==> src/rtl/alu_seq.sv <==
// Sequential ALU: single-cycle logic/arith ops plus iterative shifts and
// a shift-add multiplier, with registered result and flags.
module alu_seq #(
    parameter int DATA_WIDTH = 8,
    parameter int OP_WIDTH   = 4
) (
    input  logic                  CLK,
    input  logic                  RST,
    input  logic                  START,
    input  logic [DATA_WIDTH-1:0] IN0,
    input  logic [DATA_WIDTH-1:0] IN1,
    input  logic [OP_WIDTH-1:0]   OP,
    output logic                  BUSY,
    output logic                  DONE,
    output logic [DATA_WIDTH-1:0] OUT,
    output logic                  ZF,
    output logic                  CF,
    output logic                  NF
);

    localparam int W   = DATA_WIDTH;
    localparam int SHW = $clog2(DATA_WIDTH);
    localparam int CW  = SHW + 1;

    typedef enum logic [1:0] {
        S_IDLE,
        S_EXEC,
        S_DONE
    } state_t;

    state_t          state;
    state_t          state_n;
    logic [W-1:0]    a_q;
    logic [W-1:0]    b_q;
    logic [3:0]      op_q;
    logic [CW-1:0]   cnt;
    logic [CW-1:0]   k;
    logic            sc;
    logic [2*W-1:0]  prod;
    logic [2*W-1:0]  mc;
    logic [W-1:0]    res;
    logic            cf_n;
    logic            setf;
    logic [W:0]      sum;
    logic [W:0]      diff;
    logic            accept;

    assign accept = (state == S_IDLE) && START;
    assign BUSY   = (state != S_IDLE);
    assign DONE   = (state == S_DONE);

    always_ff @(posedge CLK) begin
        if (RST) state <= S_IDLE;
        else     state <= state_n;
    end

    always_comb begin
        state_n = state;
        case (state)
            S_IDLE: if (START) state_n = S_EXEC;
            S_EXEC: if (cnt == '0) state_n = S_DONE;
            S_DONE: state_n = S_IDLE;
            default: state_n = S_IDLE;
        endcase
    end

    // Iteration count: shift amount truncated to SHW bits, W for multiply
    always_comb begin
        k = '0;
        case (OP[3:0])
            4'b1101, 4'b1110: k = CW'(IN1[SHW-1:0]);
            4'b1111:          k = CW'(W);
            default:          k = '0;
        endcase
    end

    assign sum  = {1'b0, a_q} + {1'b0, b_q};
    assign diff = {1'b0, a_q} - {1'b0, b_q};

    always_comb begin
        res  = '0;
        cf_n = 1'b0;
        setf = 1'b1;
        case (op_q)
            4'b0000: res = ~a_q;
            4'b0001: res = a_q ^ b_q;
            4'b0010: res = a_q | b_q;
            4'b0011: res = a_q & b_q;
            4'b0100: begin res = diff[W-1:0]; cf_n = diff[W]; end
            4'b0101: begin res = sum[W-1:0]; cf_n = sum[W]; end
            4'b0110: begin res = a_q >> 1; cf_n = a_q[0]; end
            4'b0111: begin res = a_q << 1; cf_n = a_q[W-1]; end
            4'b1000: begin res = a_q - W'(1); cf_n = (a_q == '0); end
            4'b1001: begin res = a_q + W'(1); cf_n = &a_q; end
            4'b1010: begin res = a_q; setf = 1'b0; end
            4'b1011: begin res = b_q; setf = 1'b0; end
            4'b1100: res = ~(a_q ^ b_q);
            4'b1101, 4'b1110: begin res = a_q; cf_n = sc; end
            default: begin res = prod[W-1:0]; cf_n = |prod[2*W-1:W]; end
        endcase
    end

    always_ff @(posedge CLK) begin
        if (RST) begin
            a_q  <= '0;
            b_q  <= '0;
            op_q <= '0;
            cnt  <= '0;
            sc   <= 1'b0;
            prod <= '0;
            mc   <= '0;
            OUT  <= '0;
            ZF   <= 1'b0;
            CF   <= 1'b0;
            NF   <= 1'b0;
        end else if (accept) begin
            a_q  <= IN0;
            b_q  <= IN1;
            op_q <= OP[3:0];
            cnt  <= k;
            sc   <= 1'b0;
            prod <= '0;
            mc   <= {{W{1'b0}}, IN0};
        end else if (state == S_EXEC) begin
            if (cnt != '0) begin
                cnt <= cnt - CW'(1);
                case (op_q)
                    4'b1101: begin a_q <= a_q << 1; sc <= a_q[W-1]; end
                    4'b1110: begin a_q <= a_q >> 1; sc <= a_q[0]; end
                    4'b1111: begin
                        if (b_q[0]) prod <= prod + mc;
                        mc  <= mc << 1;
                        b_q <= b_q >> 1;
                    end
                    default: ;
                endcase
            end else begin
                OUT <= res;
                if (setf) begin
                    ZF <= (res == '0);
                    CF <= cf_n;
                    NF <= res[W-1];
                end
            end
        end
    end

endmodule

==> config.mk <==
export PLATFORM = sky130hd
export DESIGN_NAME = alu_seq
export DESIGN_NICKNAME = d
export VERILOG_FILES = /design/src/rtl/alu_seq.sv
export SDC_FILE = /design/constraint.sdc
export NUM_CORES = 1
export LEC_CHECK = 0
export ABC_CLOCK_PERIOD_IN_PS = 6500
export BUFFER_PORTS_ARGS = -buffer_cell sky130_fd_sc_hd__buf_2
export CAP_MARGIN = 20
export CORE_UTILIZATION = 45
export DETAILED_ROUTE_END_ITERATION = 10
export SLEW_MARGIN = 20
export SYNTH_ARGS = -nofsm -noshare
export SYNTH_HDL_FRONTEND = slang
export SYNTH_SLANG_ARGS = --single-unit
==> constraint.sdc <==
create_clock -name CLK -period 6.5 [get_ports CLK]
set_input_delay 1.3 -clock CLK [delete_from_list [all_inputs] [get_ports CLK]]
set_output_delay 1.3 -clock CLK [all_outputs]
set_load 0.05 [all_outputs]
==> metrics.txt, run 1 <==
run status complete, no violations; Fin Clk Skew approximately 0.008 ns; worst-path cell chain buf_4 > nor2_2 > and2_1 > nand2_1 > ha_1 > a211oi_2 > o21bai_1 > a2111oi_0 > o21ai_0 > nand3b_1 > a31oi_1 > or3_1 > o21ai_1; Finish-stage setup viols 0; ys async rst share 0%; placed instance count 939; number of synthesized flops with an enable pin 0; Synthesized Nets 856; R2R Setup Slk approximately 2.8 ns; Ys Warns 0; combinational share of power 27.5%; die area 0.0132 sq mm; Total GRT Usage 26.9%; Top Metal Used met4; Metal-1 WL approximately 7400 microns; fin crit period 3.68 ns; non-filler instance count after layout 955; Worst Setup End Kind register; Power Density about 230 mW/mm^2; Slowest cell on crit path a2111oi_0; number of placement rows 40; # DRC 0; H-tree depth 3; switching share of power ~34%; maximum root-to-sink buffer count 2; Critical R2R Launch op_q[1]; Cells after Synth just under 800; worst setup path category register to register; CP max FO 48; largest net degree at the start of global routing 53; Final Hold Violating Endpoints 0; Net Sw Power 0.000485 W; hold path endpoint CF; I/O Buffers 35; Top FF cell, synth dfxtp_1; routed length on met3 909 microns; RePlAce Congestion between 0.9 and 1; Final Cycle Share 56.7%; Slew @ Worst Pin about 1.1 ns; FF-to-FF End ZF; syn_area_per_cell 7.34 sq um; CP Launch Type register; Final Max Slew Viols 0; register share of total power roughly 34%; hold slack roughly 0.46 ns; Initial DRC Count 403; Int Power 0.000949 W; Critical Path Max Stage Delay around 0.54 ns; layout cell share with drive strength beyond 1 8.51%; Slew HR a little under 30%; Mapped Area roughly 0.0058 sq mm; post-synthesis register bit count 70; DR vias between 5k and 6k; commonest non-fill, non-tap cell in the layout nand2_1; post-synthesis sequential area ratio roughly a quarter; reg2reg path depth 13; Max-cap violations 0; fill cell count between 1k and 1.5k; first-pass GRT wire length 27500 microns; CP required between 6 and 7 ns; Peak Freq around 270 MHz; initial antenna violation count 0; DR WL/cell 17.7 microns; Worst Setup SP op_q[1]; wire length on met2 about 8000 microns; post-CTS setup buffer count 0; CTS tree yes; vias per inst 5.91; Initial Util 47.1%; clock sink total 70; die extent in x 115 microns; Clock Latency Late Sink 0.34 ns; commonest cells after routing, fill and taps aside 129 x nand2_1, 79 x a21oi_1, 70 x dfxtp_1; Worst Hold Launch CF; CTS root buffer clkbuf_16; GR Overflow Total 0; clock slew seen by the registers of the worst setup and hold paths ~0.060 ns; placed wire-length estimate between 10000 and 15000 microns; I/O pin count 36; ANT cells 0; die height ~120 microns; CORE AREA between 0.01 and 0.015 sq mm; Area growth syn-to-layout 8.38%; clock share of power 38.3%; Final TNS setup 0 ns; RSZ-0062 raised after global routing false; worst min-delay path class register to register; drt total wl around 17000 microns; IR drop worst, VDD approximately 0.16 mV; hold_buf cts 0; Netlist cell types a little under 70; Inserted Clock Buffers 9; static leakage around 2.4 nW; number of global-route vias before repair 5324; worst hold stages 2; nets 855; final core utilization between 50% and 60%; Arr. time, crit path approximately 4.0 ns; drt first pass iters 5; post-CTS resize count 0; post-route ant nets 0
-- power by group through the flow --
| stage | registers (W) | logic, W | clock network [W] |
|---|---|---|---|
| after detailed placement | 0.000499 | 0.000390 | 0 |
| after CTS | 0.000490 | 0.000392 | 0.000557 |
| after global placement | 0.000499 | 0.000387 | 0 |
| after floorplan | 0.000507 | 0.000289 | 0 |
| after global routing | 0.000494 | 0.000433 | 0.000575 |
| final | 0.000490 | 0.000394 | 0.000549 |
-- layer usage --
layer	up-vias	track usage (%)
li1	2804	-
met1	2649	34.5
met2	154	43.2
met3	35	4.59
met4	0	14.4
met5	-	0
-- stage by stage --
| stage | setup WS [ns] | cell area [sq um] | total power (W) |
|---|---|---|---|
| 4_1_cts | 2.83 | 6230 | 0.00144 |
| 2_1_floorplan | 3.43 | 5750 | 0.000796 |
| 3_3_place_gp | 2.97 | 5900 | 0.000886 |
| 5_1_grt | 2.33 | 6230 | 0.00150 |
| 6_report | 2.82 | 6230 | 0.00143 |
| 3_5_place_dp | 2.85 | 5900 | 0.000889 |
-- cells in the mapped netlist (9+ instances only) --
cell / instances / area [sq um]
xnor2_1: 14 / 123
o21ai_0: 22 / 110
nand2_1: 129 / 484
clkbuf_1: 28 / 105
a211oi_1: 15 / 113
a21o_1: 12 / 90.1
inv_1: 36 / 135
a21oi_1: 79 / 395
a311oi_1: 15 / 131
mux2i_1: 10 / 100
ha_1: 46 / 576
or3_1: 9 / 56.3
o211ai_1: 16 / 120
nor2b_1: 9 / 56.3
o21ai_1: 14 / 70.1
nor2_1: 69 / 259
nand3_1: 18 / 90.1
nor3_1: 18 / 90.1
nand2b_1: 10 / 62.6
dfxtp_1: 70 / 1400
buf_2: 12 / 60.1
-- worst max path at each step --
| stage | slack (ns) | endpoint | cells after the start |
|---|---|---|---|
| floorplan | 3.43 | ZF | 14 |
| global placement | 2.97 | ZF | 13 |
| detailed placement | 2.85 | prod[12] | 8 |
| CTS | 2.83 | ZF | 13 |
| global route | 2.33 | prod[12] | 8 |
| finish | 2.82 | ZF | 13 |
-- registers in the layout, summed over array words and instances, names as in the netlist --
| name | cells |
|---|---|
| mc | 16 |
| prod | 16 |
| OUT | 8 |
| a_q | 8 |
| b_q | 8 |
| cnt | 4 |
| op_q | 4 |
| state | 2 |
| CF | 1 |
| NF | 1 |
| ZF | 1 |
| sc | 1 |
-- critical path, delay by kind of cell (launching register included) --
kind,cells,cell delay [ns]
compound gates,6,1.37
simple gates,5,1.30
fa+ha+maj,1,0.39
flops,1,0.29
buf+inv,1,0.27
-- kinds of logic (layout without fill, tap and decap cells) --
group,Yosys count,in the layout,synth area share [%]
fa+ha+maj,51,51,11.6
compound gates,246,246,28.5
mux,12,12,2.13
simple gates,293,293,22.8
xor+xnor,21,21,3.20
buf+inv,90,94,7.38
flops,70,70,24.4
-- cell type report --
| class | instances | area (sq um) | area share [%] |
|---|---|---|---|
| Sequential cell | 70 | 1400 | 22.5 |
| Tap cell | 168 | 210 | 3.37 |
| Multi-Input combinational cell | 623 | 3930 | 63.0 |
| Clock buffer | 10 | 239 | 3.83 |
| Clock inverter | 6 | 93.8 | 1.51 |
| Inverter | 36 | 135 | 2.17 |
| Timing Repair Buffer | 42 | 228 | 3.65 |
(Power assumes the default switching activity.)
==> run 2, diff against run 1 <==
--- a/config.mk
+++ b/config.mk
@@ -5,7 +5,8 @@
 export SDC_FILE = /design/constraint.sdc
 export NUM_CORES = 1
 export LEC_CHECK = 0
-export ABC_CLOCK_PERIOD_IN_PS = 6500
+export ABC_AREA = 1
+export ABC_CLOCK_PERIOD_IN_PS = 3100
 export BUFFER_PORTS_ARGS = -buffer_cell sky130_fd_sc_hd__buf_2
 export CAP_MARGIN = 20
 export CORE_UTILIZATION = 45
==> constraint.sdc (replaced) <==
create_clock -name CLK -period 3.1 [get_ports CLK]
set_input_delay 0.62 -clock CLK [delete_from_list [all_inputs] [get_ports CLK]]
set_output_delay 0.62 -clock CLK [all_outputs]
set_load 0.05 [all_outputs]
==> run 2 against run 1 <==
  * Synthesized area down 1.1%
  * Maximum frequency up 36%
  * Via count rose by 12%
  * Setup slack worse by 2.4 ns
  * Clock-buffer cell count is 1 higher
  * Register-to-register slack worse by 2.4 ns
  * Largest power group is now combinational cells
  * Largest cell class unchanged
  * Combinational power rose to 3.0 times the previous value
  * Clock power up 89%
  * Highest routed layer unchanged
  * First-iteration DRC count up 20%
==> metrics.txt, run 2 <==
IR drop worst, VDD 0.326 mV (was 0.160 mV); biggest regs mc: 16 flops, prod: 16 flops (unchanged); reg2reg path depth 16 (was 13); FF-to-FF End ZF (unchanged); Slew @ Worst Pin 0.699 ns (was 1.06 ns); number of global-route vias before repair 6041 (was 5324); worst setup slack after layout 0.396 ns (was 2.82 ns); Final TNS setup 0 ns (unchanged); most common library cells after synthesis 237 x nand2_1, 103 x inv_1, 95 x nand3_1, 87 x nor2_1 (was 129 x nand2_1, 79 x a21oi_1, 70 x dfxtp_1, 69 x nor2_1, 46 x ha_1); Slew HR 53.2% (was 29.1%); DR WL/cell 17.3 microns (was 17.7 microns); Synthesized Nets 991 (was 856); final non-filler cell area 0.00639 sq mm (was 0.00623 sq mm); Inserted Clock Buffers 9 (unchanged); commonest cells after routing, fill and taps aside 236 x nand2_1, 103 x inv_1, 95 x nand3_1 (was 129 x nand2_1, 79 x a21oi_1, 70 x dfxtp_1); largest area contributor in the netlist dfxtp_1 (unchanged); Cells after Synth 918 (was 783); RePlAce Congestion 0.999 (was 0.930); hold_buf cts 0 (unchanged); placed wire-length estimate 15600 microns (was 12500 microns); Power Density 511 mW/mm^2 (was 230 mW/mm^2); Netlist cell types 41 (was 68); worst setup path category register to register (unchanged); ys async rst share 0% (unchanged); CORE AREA 0.0122 sq mm (about the same); post-synthesis register bit count 70 (unchanged); Synth top area share 24.6% (was 24.4%); die extent in x 114 microns (was 115 microns); maximum root-to-sink buffer count 2 (unchanged); Final Cycle Share 87.2% (was 56.7%); H-tree depth 3 (unchanged); CTS root buffer clkbuf_16 (unchanged); run status complete, no violations (unchanged); fill cell count 1265 (was 1231); Placement Setup Slack 0.210 ns (was 2.85 ns); # DRC 0 (unchanged); drt first pass iters 7 (was 5); Total GRT Usage 31.5% (was 26.9%); most common cell in the synthesized netlist nand2_1 (unchanged); CP max FO 10 (was 48); Synth area leaders dfxtp_1 25%, nand2_1 16%, ha_1 10% (was dfxtp_1 24%, ha_1 10%, nand2_1 8.4%); Initial Util 46.8% (was 47.1%); R2R Setup Slk 0.40 ns (was 2.82 ns); worst min-delay path class register to register (unchanged); post-synthesis sequential area ratio 24.6% (was 24.4%); Final Hold Violating Endpoints 0 (unchanged); Worst Setup SP op_q[0] (was op_q[1]); I/O Buffers 35 (unchanged); CP Launch Type register (unchanged); Clock Latency Late Sink 0.34 ns (about the same); CP required 3.30 ns (was 6.77 ns); syn_area_per_cell 6.20 sq um (was 7.34 sq um); GR Overflow Total 0 (unchanged); Finish-stage setup viols 0 (unchanged); DR vias 6313 (was 5642); Initial DRC Count 485 (was 403); post-route ant nets 0 (unchanged); number of placement rows 40 (unchanged); first-pass GRT wire length 31200 microns (was 27500 microns); Ys Warns 0 (unchanged); clock sink total 70 (unchanged); ANT cells 0 (unchanged); Peak Freq 370 MHz (was 272 MHz); nets 1027 (was 855); I/O pin count 36 (unchanged); area post-placement 0.00608 sq mm (was 0.00590 sq mm); commonest non-fill, non-tap cell in the layout nand2_1 (unchanged); Final Power 0.00327 W (was 0.00143 W); number of synthesized flops with an enable pin 0 (unchanged); hold path endpoint CF (unchanged); die height 114 microns (was 115 microns); CTS tree yes (unchanged); clock slew seen by the registers of the worst setup and hold paths 0.06 ns (about the same); RSZ-0062 raised after global routing false (unchanged); Final Max Slew Viols 0 (unchanged); vias per inst 5.60 (was 5.91); Fin Clk Skew 0.00635 ns (was 0.00783 ns); Worst Hold Launch CF (unchanged); fin crit period 2.70 ns (was 3.68 ns); Area growth syn-to-layout 12.3% (was 8.38%); Top FF cell, synth dfxtp_1 (unchanged); final core utilization 52.5% (was 51.0%); layout cell share with drive strength beyond 1 10.0% (was 8.51%); drt total wl 19500 microns (was 16900 microns); Critical R2R Launch op_q[0] (was op_q[1]); die area 0.0131 sq mm (was 0.0132 sq mm); initial antenna violation count 0 (unchanged); static leakage 3.10 nW (was 2.44 nW); Arr. time, crit path 2.90 ns (was 3.96 ns); largest net degree at the start of global routing 25 (was 53); Mapped Area 0.00569 sq mm (was 0.00575 sq mm); Max-cap violations 0 (unchanged); Worst Setup End Kind register (unchanged); worst hold stages 2 (unchanged)
run 2: cell types whose count changed in the layout (fill, tap and decap cells not counted), sizes merged, moves of 15 or more:
cell	delta
nand3	+77
inv	+73
o21ai	+29
a311oi	-15
a211oi	-16
nor2	+24
nand2	+111
run 2: critical path: stages (launching register included):
cell	delay [ns]
dfxtp_1	0.44
inv_2	0.11
nor2_4	0.27
nand2_2	0.21
ha_1	0.39
nand3_1	0.13
nand3_1	0.12
nand2_1	0.10
nand2_1	0.05
nand2_1	0.05
nand3_1	0.13
nand4_1	0.17
nand2_1	0.13
nand2_1	0.10
inv_1	0.04
nand3_1	0.06
a21oi_1	0.06
run 2: area by class of cell:
cell class / count / area [sq um] / area share, %
multi-input combinational: 707 / 3730 / 58.4
clock inverter: 5 / 58.8 / 0.921
clock buffer: 11 / 243 / 3.80
timing repair buffer: 55 / 325 / 5.09
tap: 168 / 210 / 3.29
sequential: 70 / 1400 / 21.9
inverter: 111 / 417 / 6.52
run 2: stage by stage:
stage	instances	hold WS [ns]
floorplan	918	0.457
finish	1127	0.474
CTS	1127	0.474
global route	1127	0.496
global placement	1111	0.459
detailed placement	1111	0.465
run 2: repair_timing:
item,CTS,global route
buffers inserted,0,0
endpoints found under the setup margin,0,1
gates resized for setup,0,1
run 2: report_power, final:
part | total (W) | switching [W] | internal [W]
Sequential | 0.00103 | 0.0000648 | 0.000970
Clock | 0.00104 | 0.000397 | 0.000645
Combinational | 0.00119 | 0.000830 | 0.000359
Total | 0.00327 | 0.00129 | 0.00197
run 2: how the worst max path moves through the flow:
stage	endpoint	slack, ns	depth (start not counted)
5_1_grt	ZF	0.13	16
4_1_cts	ZF	0.20	16
2_1_floorplan	ZF	0.83	15
3_5_place_dp	ZF	0.21	16
6_report	ZF	0.40	16
3_3_place_gp	ZF	0.26	16
run 2: kinds of logic after synthesis:
logic type / count (synthesis) / share of synthesized area (%)
fa+ha+maj: 50 / 11.5
flops: 70 / 24.6
xor+xnor: 10 / 1.54
compound gates: 174 / 16.7
buf+inv: 141 / 9.83
simple gates: 473 / 35.7
run 2: layer usage:
layer | share of wire [%] | global-route usage [%] | vias to the layer above
met2 | 48 | 53.2 | 239
met5 | 0 | 0 | -
met1 | 41 | 38.4 | 2910
li1 | - | - | 3108
met4 | 4.5 | 16.5 | 0
met3 | 6.5 | 5.40 | 56
==> run 3, diff against run 2 <==
--- a/config.mk
+++ b/config.mk
@@ -11,6 +11,7 @@
 export CAP_MARGIN = 20
 export CORE_UTILIZATION = 45
 export DETAILED_ROUTE_END_ITERATION = 10
+export GPL_TIMING_DRIVEN = 0
 export SLEW_MARGIN = 20
 export SYNTH_ARGS = -nofsm -noshare
 export SYNTH_HDL_FRONTEND = slang
==> run 3 against run 2 <==
  * Global-route usage grew 0.95 points
  * Clock-buffer cell count stayed put
  * Via count is 0.73% higher
  * Clock power fell by 4%
  * Maximum frequency decreased by 5.0%
  * Highest routed layer unchanged
==> metrics.txt, run 3 (synthesis results as in run 2) <==
worst min-delay path class register to register (unchanged); most used cell along the critical path nor2_1 (was nand2_1); routed length on met3 1210 microns (was 1260 microns); CP required 3.37 ns (was 3.30 ns); largest net degree at the start of global routing 13 (was 25); # DRC 0 (unchanged); Total GRT Usage 32.5% (was 31.5%); Slowest cell on crit path fa_1 (was dfxtp_1); Initial Util 46.8% (unchanged); Peak Freq 351 MHz (was 370 MHz); Critical Path Max Stage Delay 0.45 ns (was 0.44 ns); commonest non-fill, non-tap cell in the layout nand2_1 (unchanged); Fin Clk Skew 0.0101 ns (was 0.00635 ns); static leakage 3.09 nW (was 3.10 nW); ANT cells 0 (unchanged); initial antenna violation count 0 (unchanged); DR vias 6359 (was 6313); run status complete, no violations (unchanged); Int Power 0.00190 W (was 0.00197 W); I/O Buffers 35 (unchanged); nets 1037 (was 1027); fin crit period 2.85 ns (was 2.70 ns); Placement Setup Slack 0.0717 ns (was 0.210 ns); layout cell share with drive strength beyond 1 10.0% (about the same); CORE AREA 0.0122 sq mm (unchanged); post-route ant nets 0 (unchanged); biggest regs mc: 16 flops, prod: 16 flops (unchanged); IR drop worst, VDD 0.286 mV (was 0.326 mV); wire length on met2 9820 microns (was 9330 microns); Max-cap violations 0 (unchanged); Slew HR 50.7% (was 53.2%); worst-path cell chain buf_2 > clkinvlp_4 > ha_1 > inv_1 > fa_1 > or2_2 > nand3_1 > o21ai_0 > nor2_1 > nand4_1 > nor2_1 > nand2_1 > nor2_1 > nand3_1 > a21oi_1 (was inv_2 > nor2_4 > nand2_2 > ha_1 > nand3_1 > nand3_1 > nand2_1 > nand2_1 > nand2_1 > nand3_1 > nand4_1 > nand2_1 > nand2_1 > inv_1 > nand3_1 > a21oi_1); register share of total power 32.9% (was 31.7%); H-tree depth 3 (unchanged); post-CTS setup buffer count 0 (unchanged); Finish-stage setup viols 0 (unchanged); critical path's top delay family simple AND/OR/NAND/NOR gates (unchanged); number of placement rows 40 (unchanged); die extent in x 114 microns (unchanged); combinational share of power 36.1% (was 36.4%); first-pass GRT wire length 31900 microns (was 31200 microns); drt first pass iters 5 (was 7); Area growth syn-to-layout 12.2% (was 12.3%); RePlAce Congestion 0.922 (was 0.999); Initial DRC Count 461 (was 485); vias per inst 5.59 (was 5.60); die area 0.0131 sq mm (unchanged); clock share of power 30.9% (was 31.9%); worst setup slack after layout 0.255 ns (was 0.396 ns); Worst Setup End Kind register (unchanged); Metal-1 WL 8510 microns (was 8050 microns); CP Launch Type register (unchanged); I/O pin count 36 (unchanged); commonest cells after routing, fill and taps aside 236 x nand2_1, 102 x inv_1, 95 x nand3_1 (was 236 x nand2_1, 103 x inv_1, 95 x nand3_1); placed wire-length estimate 16100 microns (was 15600 microns); Final Cycle Share 91.8% (was 87.2%); hold_buf cts 0 (unchanged); maximum root-to-sink buffer count 2 (unchanged); CP max FO 9 (was 10); fill cell count 1330 (was 1265); CTS tree yes (unchanged); Power Density 505 mW/mm^2 (was 511 mW/mm^2); CTS root buffer clkbuf_16 (unchanged); Final Hold Violating Endpoints 0 (unchanged); clock sink total 70 (unchanged); Arr. time, crit path 3.12 ns (was 2.90 ns); clock slew seen by the registers of the worst setup and hold paths 0.06 ns (about the same); Top Metal Used met4 (unchanged); Inserted Clock Buffers 9 (unchanged); Clock Latency Late Sink 0.34 ns (about the same); Final Max Slew Viols 0 (unchanged); Final Power 0.00322 W (was 0.00327 W); drt total wl 20400 microns (was 19500 microns); GR Overflow Total 0 (unchanged); DR WL/cell 17.9 microns (was 17.3 microns); worst setup path category register to register (unchanged); number of global-route vias before repair 6049 (was 6041); switching share of power 41.1% (was 39.6%); die height 114 microns (unchanged); post-CTS resize count 0 (unchanged); WP buf/inv 3 (was 2); Net Sw Power 0.00133 W (was 0.00129 W); Slew @ Worst Pin 0.737 ns (was 0.699 ns); RSZ-0062 raised after global routing false (unchanged); Final TNS setup 0 ns (unchanged)
==> run 3: cell types whose count changed in the layout (fill, tap and decap cells not counted), sizes merged <==
cell      change
clkinvlp      +1
bufinv        -1
clkbuf       +14
inv           -1
clkinv        +1
buf           -4
==> run 3: worst paths after layout <==
| path | endpoint | from | slack (ns) | depth (start not counted) |
|---|---|---|---|---|
| max | ZF | a_q[0] | 0.25 | 15 |
| min | ZF | ZF | 0.47 | 2 |
| max reg2reg | ZF | a_q[0] | 0.25 | 15 |
| min reg2reg | ZF | ZF | 0.47 | 2 |
==> run 3: stage by stage <==
step	instance area, sq um	hold WS [ns]	util [%]	cells
floorplan	5690	0.457	-	918
global placement	6070	0.458	49.9	1121
detailed placement	6070	0.460	49.9	1121
CTS	6360	0.469	52.3	1137
global route	6380	0.483	52.5	1137
finish	6380	0.469	52.5	1137
==> run 3: worst reg2reg max path, cell delays in order, from the launching register on <==
cell	delay, ns
dfxtp_1	0.31
buf_2	0.20
clkinvlp_4	0.17
ha_1	0.23
inv_1	0.11
fa_1	0.45
or2_2	0.32
nand3_1	0.08
o21ai_0	0.12
nor2_1	0.11
nand4_1	0.19
nor2_1	0.15
nand2_1	0.06
nor2_1	0.08
nand3_1	0.07
a21oi_1	0.12
==> run 3: metal layers <==
layer  vias up  track usage (%)
li1       3135                -
met1      2974             38.8
met2       211             55.6
met3        39             7.31
met4         0             14.4
met5         -                0
==> run 3: layout make-up <==
cell class | count | area (sq um) | share of cell area, %
buffer | 30 | 144 | 2.25
tap | 168 | 210 | 3.29
clock inverter | 5 | 33.8 | 0.529
timing repair buffer | 35 | 175 | 2.75
clock buffer | 11 | 253 | 3.96
sequential | 70 | 1400 | 22.0
inverter | 111 | 420 | 6.59
multi-input combinational | 707 | 3740 | 58.6
==> run 3: power by group through the flow <==
| stage | Combinational (W) | Sequential [W] | Clock (W) |
|---|---|---|---|
| 2_1_floorplan | 0.000746 | 0.00111 | 0 |
| 3_5_place_dp | 0.00114 | 0.00108 | 0 |
| 3_3_place_gp | 0.00112 | 0.00108 | 0 |
| 5_1_grt | 0.00129 | 0.00107 | 0.00105 |
| 4_1_cts | 0.00114 | 0.00106 | 0.00102 |
| 6_report | 0.00117 | 0.00106 | 0.000998 |
